## config.mk

```make
export PLATFORM = sky130hd
export DESIGN_NAME = ram_arbiter
export DESIGN_NICKNAME = d
export VERILOG_FILES = /design/src/rtl/ram_arbiter_pkg.sv /design/src/rtl/rr_pick2.sv /design/src/rtl/ram_arbiter.sv
export SDC_FILE = /design/constraint.sdc
export NUM_CORES = 1
export LEC_CHECK = 0
export CAP_MARGIN = 20
export CORE_ASPECT_RATIO = 1.25
export CORE_MARGIN = 1.5
export CORE_UTILIZATION = 45
export CTS_BUF_LIST = sky130_fd_sc_hd__clkbuf_8
export CTS_CLUSTER_DIAMETER = 150
export CTS_CLUSTER_SIZE = 16
export DETAILED_ROUTE_END_ITERATION = 10
export DONT_BUFFER_PORTS = 1
export PLACE_DENSITY = 0.62
export SLEW_MARGIN = 20
export SYNTH_ARGS = -nofsm -noshare
export SYNTH_HDL_FRONTEND = slang
export SYNTH_SLANG_ARGS = --single-unit
```

## constraint.sdc

```tcl
create_clock -name clk -period 2 [get_ports clk]
set_clock_uncertainty 0.15 [all_clocks]
set_input_delay 0.4 -clock clk [delete_from_list [all_inputs] [get_ports clk]]
set_output_delay 0.4 -clock clk [all_outputs]
set_load 0.05 [all_outputs]
```

## src/rtl/ram_arbiter_pkg.sv

```systemverilog
// Shared types and constants for the two-master data RAM arbiter.
// Also used by rr_pick2 consumers elsewhere on the peripheral bus.
package ram_arbiter_pkg;

  typedef enum logic [1:0] {
    IDLE    = 2'd0,
    ACCESS  = 2'd1,
    CAPTURE = 2'd2
  } arbState_t;

  localparam int ARB_RR    = 0;
  localparam int ARB_FIXED = 1;

  localparam int DEF_ADDR_W = 14;
  localparam int DEF_DATA_W = 16;

endpackage

```

## src/rtl/rr_pick2.sv

```systemverilog
// Two-input combinational picker: round-robin on ties, or fixed priority
// to req0 when mode is set.
module rr_pick2 (
  input  logic req0,
  input  logic req1,
  input  logic lastGnt,
  input  logic mode,
  output logic valid,
  output logic winner
);

  always_comb begin
    valid  = req0 | req1;
    winner = 1'b0;
    if (req0 && req1) begin
      winner = mode ? 1'b0 : ~lastGnt;
    end else if (req1) begin
      winner = 1'b1;
    end
  end

endmodule

```

## src/rtl/ram_arbiter.sv

```systemverilog
// Serialises two masters onto one single-port synchronous RAM with a
// registered q; each access takes IDLE -> ACCESS -> CAPTURE and ends in an ack.
module ram_arbiter
  import ram_arbiter_pkg::*;
#(
  parameter int ADDR_W   = DEF_ADDR_W,
  parameter int DATA_W   = DEF_DATA_W,
  parameter int ARB_MODE = ARB_RR
) (
  input  logic              clk,
  input  logic              reset,
  input  logic              m0_req,
  input  logic              m0_we,
  input  logic [ADDR_W-1:0] m0_addr,
  input  logic [DATA_W-1:0] m0_wdata,
  input  logic              m1_req,
  input  logic              m1_we,
  input  logic [ADDR_W-1:0] m1_addr,
  input  logic [DATA_W-1:0] m1_wdata,
  output logic              m0_ack,
  output logic              m1_ack,
  output logic [DATA_W-1:0] m0_rdata,
  output logic [DATA_W-1:0] m1_rdata,
  output logic [ADDR_W-1:0] ram_address,
  output logic [DATA_W-1:0] ram_data,
  output logic              ram_wren,
  input  logic [DATA_W-1:0] ram_q,
  output logic              busy,
  output logic              gnt_id
);

  localparam logic FIXED_MODE = 1'(ARB_MODE == ARB_FIXED);

  arbState_t state, nextState;
  logic      lastGnt;
  logic      opWrite;
  logic      mreq0, mreq1;
  logic      pickValid, pickWinner;

  // A master being acked this cycle is masked so it cannot retrigger while dropping req.
  assign mreq0 = m0_req & ~m0_ack;
  assign mreq1 = m1_req & ~m1_ack;

  rr_pick2 uPick (
    .req0   (mreq0),
    .req1   (mreq1),
    .lastGnt(lastGnt),
    .mode   (FIXED_MODE),
    .valid  (pickValid),
    .winner (pickWinner)
  );

  always_ff @(posedge clk) begin
    if (reset) state <= IDLE;
    else       state <= nextState;
  end

  always_comb begin
    nextState = state;
    case (state)
      IDLE:    if (pickValid) nextState = ACCESS;
      ACCESS:  nextState = CAPTURE;
      CAPTURE: nextState = IDLE;
      default: nextState = IDLE;
    endcase
  end

  assign busy = (state != IDLE);

  // opWrite remembers the access type because ram_wren is already cleared by CAPTURE.
  always_ff @(posedge clk) begin
    if (reset) begin
      ram_address <= '0;
      ram_data    <= '0;
      ram_wren    <= 1'b0;
      m0_ack      <= 1'b0;
      m1_ack      <= 1'b0;
      m0_rdata    <= '0;
      m1_rdata    <= '0;
      gnt_id      <= 1'b0;
      lastGnt     <= 1'b1;
      opWrite     <= 1'b0;
    end else begin
      m0_ack <= 1'b0;
      m1_ack <= 1'b0;
      case (state)
        IDLE: begin
          if (pickValid) begin
            gnt_id      <= pickWinner;
            lastGnt     <= pickWinner;
            ram_address <= pickWinner ? m1_addr  : m0_addr;
            ram_data    <= pickWinner ? m1_wdata : m0_wdata;
            ram_wren    <= pickWinner ? m1_we    : m0_we;
            opWrite     <= pickWinner ? m1_we    : m0_we;
          end
        end
        ACCESS: ram_wren <= 1'b0;
        CAPTURE: begin
          if (gnt_id) begin
            m1_ack <= 1'b1;
            if (!opWrite) m1_rdata <= ram_q;
          end else begin
            m0_ack <= 1'b1;
            if (!opWrite) m0_rdata <= ram_q;
          end
        end
        default: ;
      endcase
    end
  end

endmodule
```

== After elaboration in Yosys (flattened, before gate mapping) ==
Cells that the tools add are included.

* Flip-flop bits (word level): 70
* Word-level logic and storage cells: 43

* Equality and inequality tests: 3
* Multiplexer cells: 11
* Bitwise gates (word level): 9
* Reductions and logical operators: 9

{| class="wikitable"
|+ Operators with widths
! operator !! number
|-
| $mux 16 || 1
|-
| $mux 14 || 1
|-
| $mux 1 || 6
|-
| $not 1->1 || 6
|-
| $reduce_and 3->1 || 2
|-
| $pmux 2 s2 || 1
|-
| $reduce_and 2->1 || 2
|-
| $reduce_bool 2->1 || 2
|-
| $and 1x1->1 || 2
|-
| $eq 2x1->1 const B || 1
|-
| $eq 2x2->1 const B || 1
|-
| $logic_not 2->1 || 1
|-
| $mux 2 || 1
|-
| $ne 2x2->1 const B || 1
|-
| $pmux 1 s2 || 1
|-
| $reduce_or 2->1 || 1
|-
| $logic_and 1x1->1 || 1
|-
| $or 1x1->1 || 1
|}

== Logic depth before layout (Yosys ltp) ==
Gate-level depths: netlist of run 1.

* Depth in word-level cells: 7
* Depth in mapped cells: 6
* Gate-level depth less buffers: 4

== By module ==
Synthesis of run 1 repeated with hierarchy kept, for this count alone.

* Cell total of the unflattened synthesis: 281
* Area total of the unflattened synthesis: 2798.9 µm²

{| class="wikitable"
|+ Modules (own cells, without submodules)
! module !! instances !! cells an instance !! area each (µm²)
|-
| ram_arbiter || 1 || 278 || 2781.4
|-
| rr_pick2 || 1 || 3 || 17.5
|}

== Worst setup path after synthesis of run 1 ==
OpenSTA, ideal clock, no wires.

* Path kind: flip-flop to flip-flop
* Start point: register m0_ack
* End point: register ram_address[13]
* Setup time: 0.086 ns
* Arrival time: 1.460 ns
* Path slack: 0.304 ns
* Cell stages (with the launch flop): 7
* Path buffers: 2
* Clock period less this slack: 1.696 ns
* Cell sequence: dfxtp_1 nand3b_1 and2_1 buf_2 buf_4 a21oi_1 a211oi_1

* Cells in the longest elaborated chain, start to end: 5

{| class="wikitable"
|+ Ends and longest elaborated chain
! element !! line !! RTL
|-
| from (decl) || ram_arbiter.sv:20 || <nowiki>output logic m0_ack,</nowiki>
|-
| from (signal assigned) || ram_arbiter.sv:76 || <nowiki>m0_ack <= 1'b0;</nowiki>
|-
| from (signal assigned) || ram_arbiter.sv:84 || <nowiki>m0_ack <= 1'b0;</nowiki>
|-
| from (signal assigned) || ram_arbiter.sv:103 || <nowiki>m0_ack <= 1'b1;</nowiki>
|-
| $not 1->1 (*) || ram_arbiter.sv:41 || <nowiki>assign mreq0 = m0_req & ~m0_ack;</nowiki>
|-
| $and 1x1->1 (*) || ram_arbiter.sv:41 ||
|-
| $logic_and 1x1->1 || rr_pick2.sv:15 || <nowiki>if (req0 && req1) begin</nowiki>
|-
| $mux 1 || rr_pick2.sv:15 ||
|-
| $mux 14 || ram_arbiter.sv:91 || <nowiki>ram_address <= pickWinner ? m1_addr : m0_addr;</nowiki>
|-
| to (signal assigned) || ram_arbiter.sv:91 ||
|-
| to (decl) || ram_arbiter.sv:24 || <nowiki>output logic [ADDR_W-1:0] ram_address,</nowiki>
|}

Mark *: on every way between the ends. The rest lies on a longest branch, timed or not.
A chain may end at the register's enable or synchronous reset.

== Worst setup path in the final report of run 1 ==
* Start point: register state[0]
* End point: output busy

* Cells in the longest elaborated chain, start to end: 1

{| class="wikitable"
|+ Ends and longest elaborated chain
! element !! line !! RTL
|-
| from (decl) || ram_arbiter.sv:34 || <nowiki>arbState_t state, nextState;</nowiki>
|-
| from (signal assigned) || ram_arbiter.sv:55 || <nowiki>else state <= nextState;</nowiki>
|-
| $reduce_bool 2->1 || ram_arbiter.sv:68 || <nowiki>assign busy = (state != IDLE);</nowiki>
|-
| to (decl) || ram_arbiter.sv:28 || <nowiki>output logic busy,</nowiki>
|}

Every way passes these cells.

==> out/metrics.cfg, run 1 <==
[placed_design]
dp_slack_ns = 0.3510
dpl.hpwl_um = 4340
gp_congestion = 0.7345
portBuffers = 0

[setup_path]
cp_top_family = flip-flops
critical_path_class = flop to output port
crit_path_cell_trace = nor2_2, inv_1
worstPathArrival_ns = 1.19
cp_slowest_stage_delay_ns = 0.43
path_depth = 2
cp.required_ns = 1.45
crit_fanout = 5
path_buf_inv = 1
cp-end-kind = output port
critPathLaunchType = flop
r2r_setup_slack_ns = 0.41
r2r_cells = 4
cp_slowest_cell = dfxtp_1

[yosys]
yosysWarnings = 0
synth_fa_ha_area_share_pct = 0
synth-xor-area-share_pct = 0
avgSynthCellArea_sq_um = 7.965
synthDistinctLibCells = 25
synth_area_sq_um = 2740
synth_seq_cells = 70
synth_compound_area_share_pct = 21.05
syn_nets = 426
synth_mux_area_share_pct = 0
synth-simple-area-share_pct = 22.24
yosysSeqAreaShare_pct = 51.14
synthCells = 344
synth_top_family_by_area = simple AND/OR/NAND/NOR gates

[clock_tree]
clock_latency_ns = 0.34
ctsLongestPathBuffers = 2
cts_tree = yes
cts_post_setup_buffers_inserted = 0
cts_sinks = 70
cts_buffers = 9
htreeDepth = 3
clockRootBuffer = clkbuf_8
cts.clk_slew.worst_paths_ns = 0.07

[floorplan]
ios = 149
core-area_sq_um = 5818
die_h_um = 90.25
std_cell_rows = 31
start_util_pct = 47.10
design.die.area_sq_um = 6569
die_x_um = 72.80

[pwr]
combPwrFrac_pct = 11.1
p_clk_share_pct = 34.0
p_sw_mw = 1.166
powerDensity_nw_per_um2 = 1133
intPower_mw = 2.254
peakVddDrop_uv = 527.0
p_leak_nw = 1.127
p_sw_share_pct = 34.09
sequentialPowerShare_pct = 54.9

[grt]
track_usage_pct = 20.90
grt_max_degree = 68
grt_overflow = 0
antenna_found_initial = 1
grt_first_pass_wirelength_um = 10750
grt_pass1_vias = 2270

[sta]
maxSlewHeadroom_pct = 56.71
fin_ws_ns = 0.2612
finalCriticalPeriod_ns = 1.739
fin_setup_tns_ns = 0
grt_setup_unrepaired = no
setup_viol = 0
fmax_mhz = 575.1
worst_pin_slew_ns = 0.6493
drv_slew = 0
period_share_pct = 86.94
hold_viol_final = 0

[finish]
final_layout_size_suffix_gt1_share_pct = 9.275
finalCoreUtilization_pct = 51.89
syn_to_final_growth_pct = 10.18
nets = 422

[route]
wl_met1_um = 2604
drt-total-wl_um = 6509
wl_met2_um = 3169
drcViolationCount = 0
route.detailed.wl_per_inst_um = 15.80
vias = 2265
firstDrtPassIters = 4
drt_iter0_markers = 141
routed_via_density = 5.498
top_layer_used = met4
ant_nets = 0
met3_length_um = 588

[worst_hold_path]
min_path_type = input pin to flop
min_path_cells = 2

[flow_run]
drv_cap = 0

[run_status]
status = finished, final reports clean

==> stage by stage <==
stage / hold slack [ns] / cells / area [sq um] / total power, mW
floorplan: 0.2875 / 344 / 2740 / 2.203
global placement: 0.2919 / 392 / 2761 / 2.256
detailed placement: 0.3144 / 392 / 2761 / 2.268
CTS: 0.007002 / 411 / 3017 / 3.460
global route: 0.01270 / 412 / 3019 / 3.603
finish: 0.02530 / 412 / 3019 / 3.420
==> area by class of cell <==
type	count	area, sq um
antenna	1	2.502
multi-input combinational	245	1186
sequential	70	1401
clock inverter	6	70.07
tap	66	82.58
timing repair buffer	13	135.1
fill	566	2799
inverter	1	3.754
clock buffer	10	137.6
==> per-layer routing <==
metal | global-route usage [%] | vias up
met2 | 35.55 | 96
met1 | 22.53 | 1014
met3 | 6.614 | 13
li1 | - | 1142
met5 | 0 | -
met4 | 11.01 | 0
==> Yosys cell counts, drive strengths merged <==
master	instances	area, sq um
nand3b	1	7.510
dfxtp	70	1401
a211oi	30	225.2
nand2b	2	12.51
nor3	2	10.01
nor2	34	130.1
and2b	1	7.510
nor3b	1	12.51
nor2b	2	20.02
inv	1	3.750
and2	3	18.77
nand2	99	371.6
buf	17	106.4
nor4bb	1	10.01
a221oi	1	8.760
o21ai	1	8.760
clkbuf	11	42.54
nor4b	1	8.760
a21oi	65	325.3
o21a	1	8.760
==> worst register-to-register path, stage by stage, from the launching register on <==
cell and delay (ns):
dfxtp_1 0.40, nor3b_2 0.25, nand2b_1 0.40, nand2_1 0.19, a21oi_1 0.08
==> final timing paths <==
path / from / end
max: state[0] / busy
min: reset / lastGnt
max reg2reg: state[1] / m0_rdata[8]
min reg2reg: lastGnt / lastGnt
==> placed cells by master (no fill, tap or decap) <==
master         instances
nor4bb_1               1
nor2b_1                1
and2_1                 3
dfxtp_1               70
inv_1                  1
nor2b_4                1
nand2b_1               2
diode_2                1
nand2_1               99
bufinv_16              1
clkinvlp_4             3
nor3_1                 2
nor2_2                 1
clkbuf_8              10
nor2_1                33
buf_12                 1
a221oi_1               1
nand3b_1               1
buf_4                  9
nor4b_1                1
inv_6                  1
dlygate4sd3_1          2
buf_16                 1
o21ai_2                1
and2b_1                1
o21a_2                 1
a211oi_1              30
a21oi_1               65
nor3b_2                1
clkinv_4               1
==> sequential cells by signal, summed over array words and instances (netlist names) <==
signal,flops
state,2
m1_rdata,16
gnt_id,1
opWrite,1
ram_data,16
m1_ack,1
lastGnt,1
ram_wren,1
m0_rdata,16
m0_ack,1
ram_address,14
==> cells by family after synthesis <==
family                 Yosys count
AND/OR/NAND/NOR                147
AO/OA/AOI/OAI                   98
flip-flops                      70
buffers and inverters           29
==> timing repair <==
item	CTS	global route
hold buffers	3	0
endpoints found under the hold margin	69	0
resized for setup	0	0
==> power groups by stage <==
stage               Sequential (mW)  Clock (mW)  Combinational [mW]
CTS                            1.88        1.20               0.385
finish                         1.88        1.16               0.380
floorplan                      1.90           0               0.306
global placement               1.91           0               0.346
global route                   1.89        1.28               0.436
detailed placement             1.91           0               0.356
Note: power is estimated with default switching activity, not from simulation.
==> run 2: changes to the inputs <==
- clock period: 2 -> 1.68 ns (I/O delays scaled with it)
==> out/metrics.cfg, run 2 (synthesis results as in run 1) <==
[pwr]
p_leak_nw = 1.206  ; +7.0%
peakVddDrop_uv = 681.0  ; +29%
powerDensity_nw_per_um2 = 1335  ; +18%
p_total_mw = 4.222  ; +23%

[sta]
maxSlewHeadroom_pct = 64.04  ; +7.3 points
hold_viol_final = 67  ; +67
grt_setup_unrepaired = no
period_share_pct = 95.16
fmax_mhz = 625.5
setup_viol = 0  ; unchanged
drv_slew = 0  ; unchanged
holdWs_ns = -0.07763  ; -0.1029 ns
worst_pin_slew_ns = 0.5387  ; -0.1106 ns
fin_setup_tns_ns = 0  ; unchanged
finalCriticalPeriod_ns = 1.599

[run_status]
violations = hold timing
status = finished with violations

[clock_tree]
clock_latency_ns = 0.33  ; about the same
htreeDepth = 3  ; unchanged
cts_buffers = 9  ; unchanged
cts_tree = yes
cts_sinks = 70  ; unchanged
ctsLongestPathBuffers = 2  ; unchanged
clockRootBuffer = clkbuf_8
cts.clk_slew.worst_paths_ns = 0.07  ; about the same
cts-hold-fix-buffers = 3  ; unchanged

[floorplan]
die_h_um = 90.25  ; unchanged
core-area_sq_um = 5818  ; unchanged
start_util_pct = 47.10  ; unchanged
design.die.area_sq_um = 6569  ; unchanged
die_x_um = 72.80  ; unchanged
ios = 149  ; unchanged
std_cell_rows = 31  ; unchanged

[setup_path]
r2r_cells = 6  ; +2
startpoint = state[1]
cp-end-kind = output port
worstReg2RegEnd = ram_address[11]
path_buf_inv = 1  ; unchanged
cp_slowest_stage_delay_ns = 0.36  ; -0.07 ns
critical_path_class = flop to output port
r2r_setup_slack_ns = 0.17  ; -0.24 ns
crit_path_end = busy
path_depth = 2  ; unchanged
cp.required_ns = 1.19  ; -0.26 ns
worstPathArrival_ns = 1.11  ; -0.08 ns
cp_slowest_cell = dfxtp_1
crit_fanout = 5  ; unchanged
critPathLaunchType = flop
cp_top_family = flip-flops
reg2reg_from = state[0]
crit_path_cell_trace = nor2_4, clkinvlp_4

[finish]
final_common_cell = nand2_1
nets = 435  ; +3.1%
final_area_sq_um = 3163  ; +4.8%
n_fill_cell = 563  ; -0.53%
final_layout_size_suffix_gt1_share_pct = 13.13  ; +3.9 points
syn_to_final_growth_pct = 15.43
fin_cells = 425  ; +3.2%
reg_top3 = m0_rdata (16), m1_rdata (16), ram_data (16)
final_cell_mix = nand2_1, dfxtp_1, a21oi_1

[route]
firstDrtPassIters = 4  ; unchanged
drcViolationCount = 0  ; unchanged
drt_iter0_markers = 100  ; -29%
vias = 2378  ; +5.0%
route.detailed.wl_per_inst_um = 15.51  ; -1.8%
routed_via_density = 5.595  ; +1.8%
ant_nets = 0  ; unchanged
drt-total-wl_um = 6591  ; +1.3%

[grt]
grt_overflow = 0  ; unchanged
antenna_found_initial = 1  ; unchanged
track_usage_pct = 20.32  ; -0.58 points
grt_max_degree = 71  ; +4.4%
grt_pass1_vias = 2259  ; -0.48%
grt_first_pass_wirelength_um = 10520  ; -2.1%

[placed_design]
placed_cell_area_sq_um = 2892  ; +4.7%
gp_congestion = 0.7170  ; -2.4%
dpl.hpwl_um = 4423  ; +1.9%
portBuffers = 0  ; unchanged
dp_cells = 404  ; +3.1%

[worst_hold_path]
min_path_type = input pin to flop

[flow_run]
drv_cap = 0  ; unchanged

[run 2: cell types whose count changed in the layout (fill, tap and decap cells not counted), sizes merged]
cell and delta:
buf +12, bufinv +1, clkinv +1, dlygate4sd3 +1, inv -2
[run 2: worst min-delay path by stage]
stage          startpoint           to  slack (ns)  cells past startpoint
2_1_floorplan     lastGnt      lastGnt        0.29                      2
3_3_place_gp        reset  m0_rdata[3]        0.26                      1
3_5_place_dp        reset  m1_rdata[3]        0.26                      1
4_1_cts             reset  m1_rdata[3]        -0.1                      1
5_1_grt             reset  m1_rdata[3]        -0.1                      1
6_report            reset  m1_rdata[3]       -0.08                      1
[run 2: metal layers]
layer	part of all wire (%)	routed length [um]	track usage, %	vias to the layer above
met2	49	3256	34.94	110
met4	2.0	131	10.06	0
met3	9.1	599	6.726	13
li1	-	-	-	1167
met5	0	0	0	-
met1	39	2603	21.64	1088
[run 2: report_power, final]
group	leakage [nW]	total (mW)	switching (mW)	internal [mW]
logic	0.523	0.604	0.377	0.227
registers	0.574	2.14	0.356	1.78
clock network	0.108	1.48	0.612	0.871
[run 2: worst reg2reg max path: cells and delay by family (launching register included)]
kind / cells / cell delay, ns
AO/OA/AOI/OAI: 3 / 0.40
buffers and inverters: 2 / 0.37
flip-flops: 1 / 0.45
AND/OR/NAND/NOR: 1 / 0.07
[run 2: cell type report]
type                       instances  area, sq um  area share (%)
multi-input combinational        245         1191           37.66
clock inverter                     6        85.08           2.690
timing repair buffer              26        252.7           7.991
antenna                            1        2.502         0.07911
clock buffer                      10        137.6           4.351
sequential                        70         1404           44.38
tap                               66        82.58           2.611
inverter                           1        7.507          0.2373
[run 2: metrics by stage]
step                util, %  worst slack (ns)
floorplan                 -           0.07885
global placement      49.70            0.2342
detailed placement    49.70            0.1448
CTS                   54.04          0.004051
global route          54.37           0.01235
finish                54.37           0.08123
[run 2: what timing repair did]
item	4_1_cts	5_1_grt
setup endpoints to repair	0	1
endpoints found under the hold margin	70	67
gates resized for setup	0	2
buffers inserted	0	1
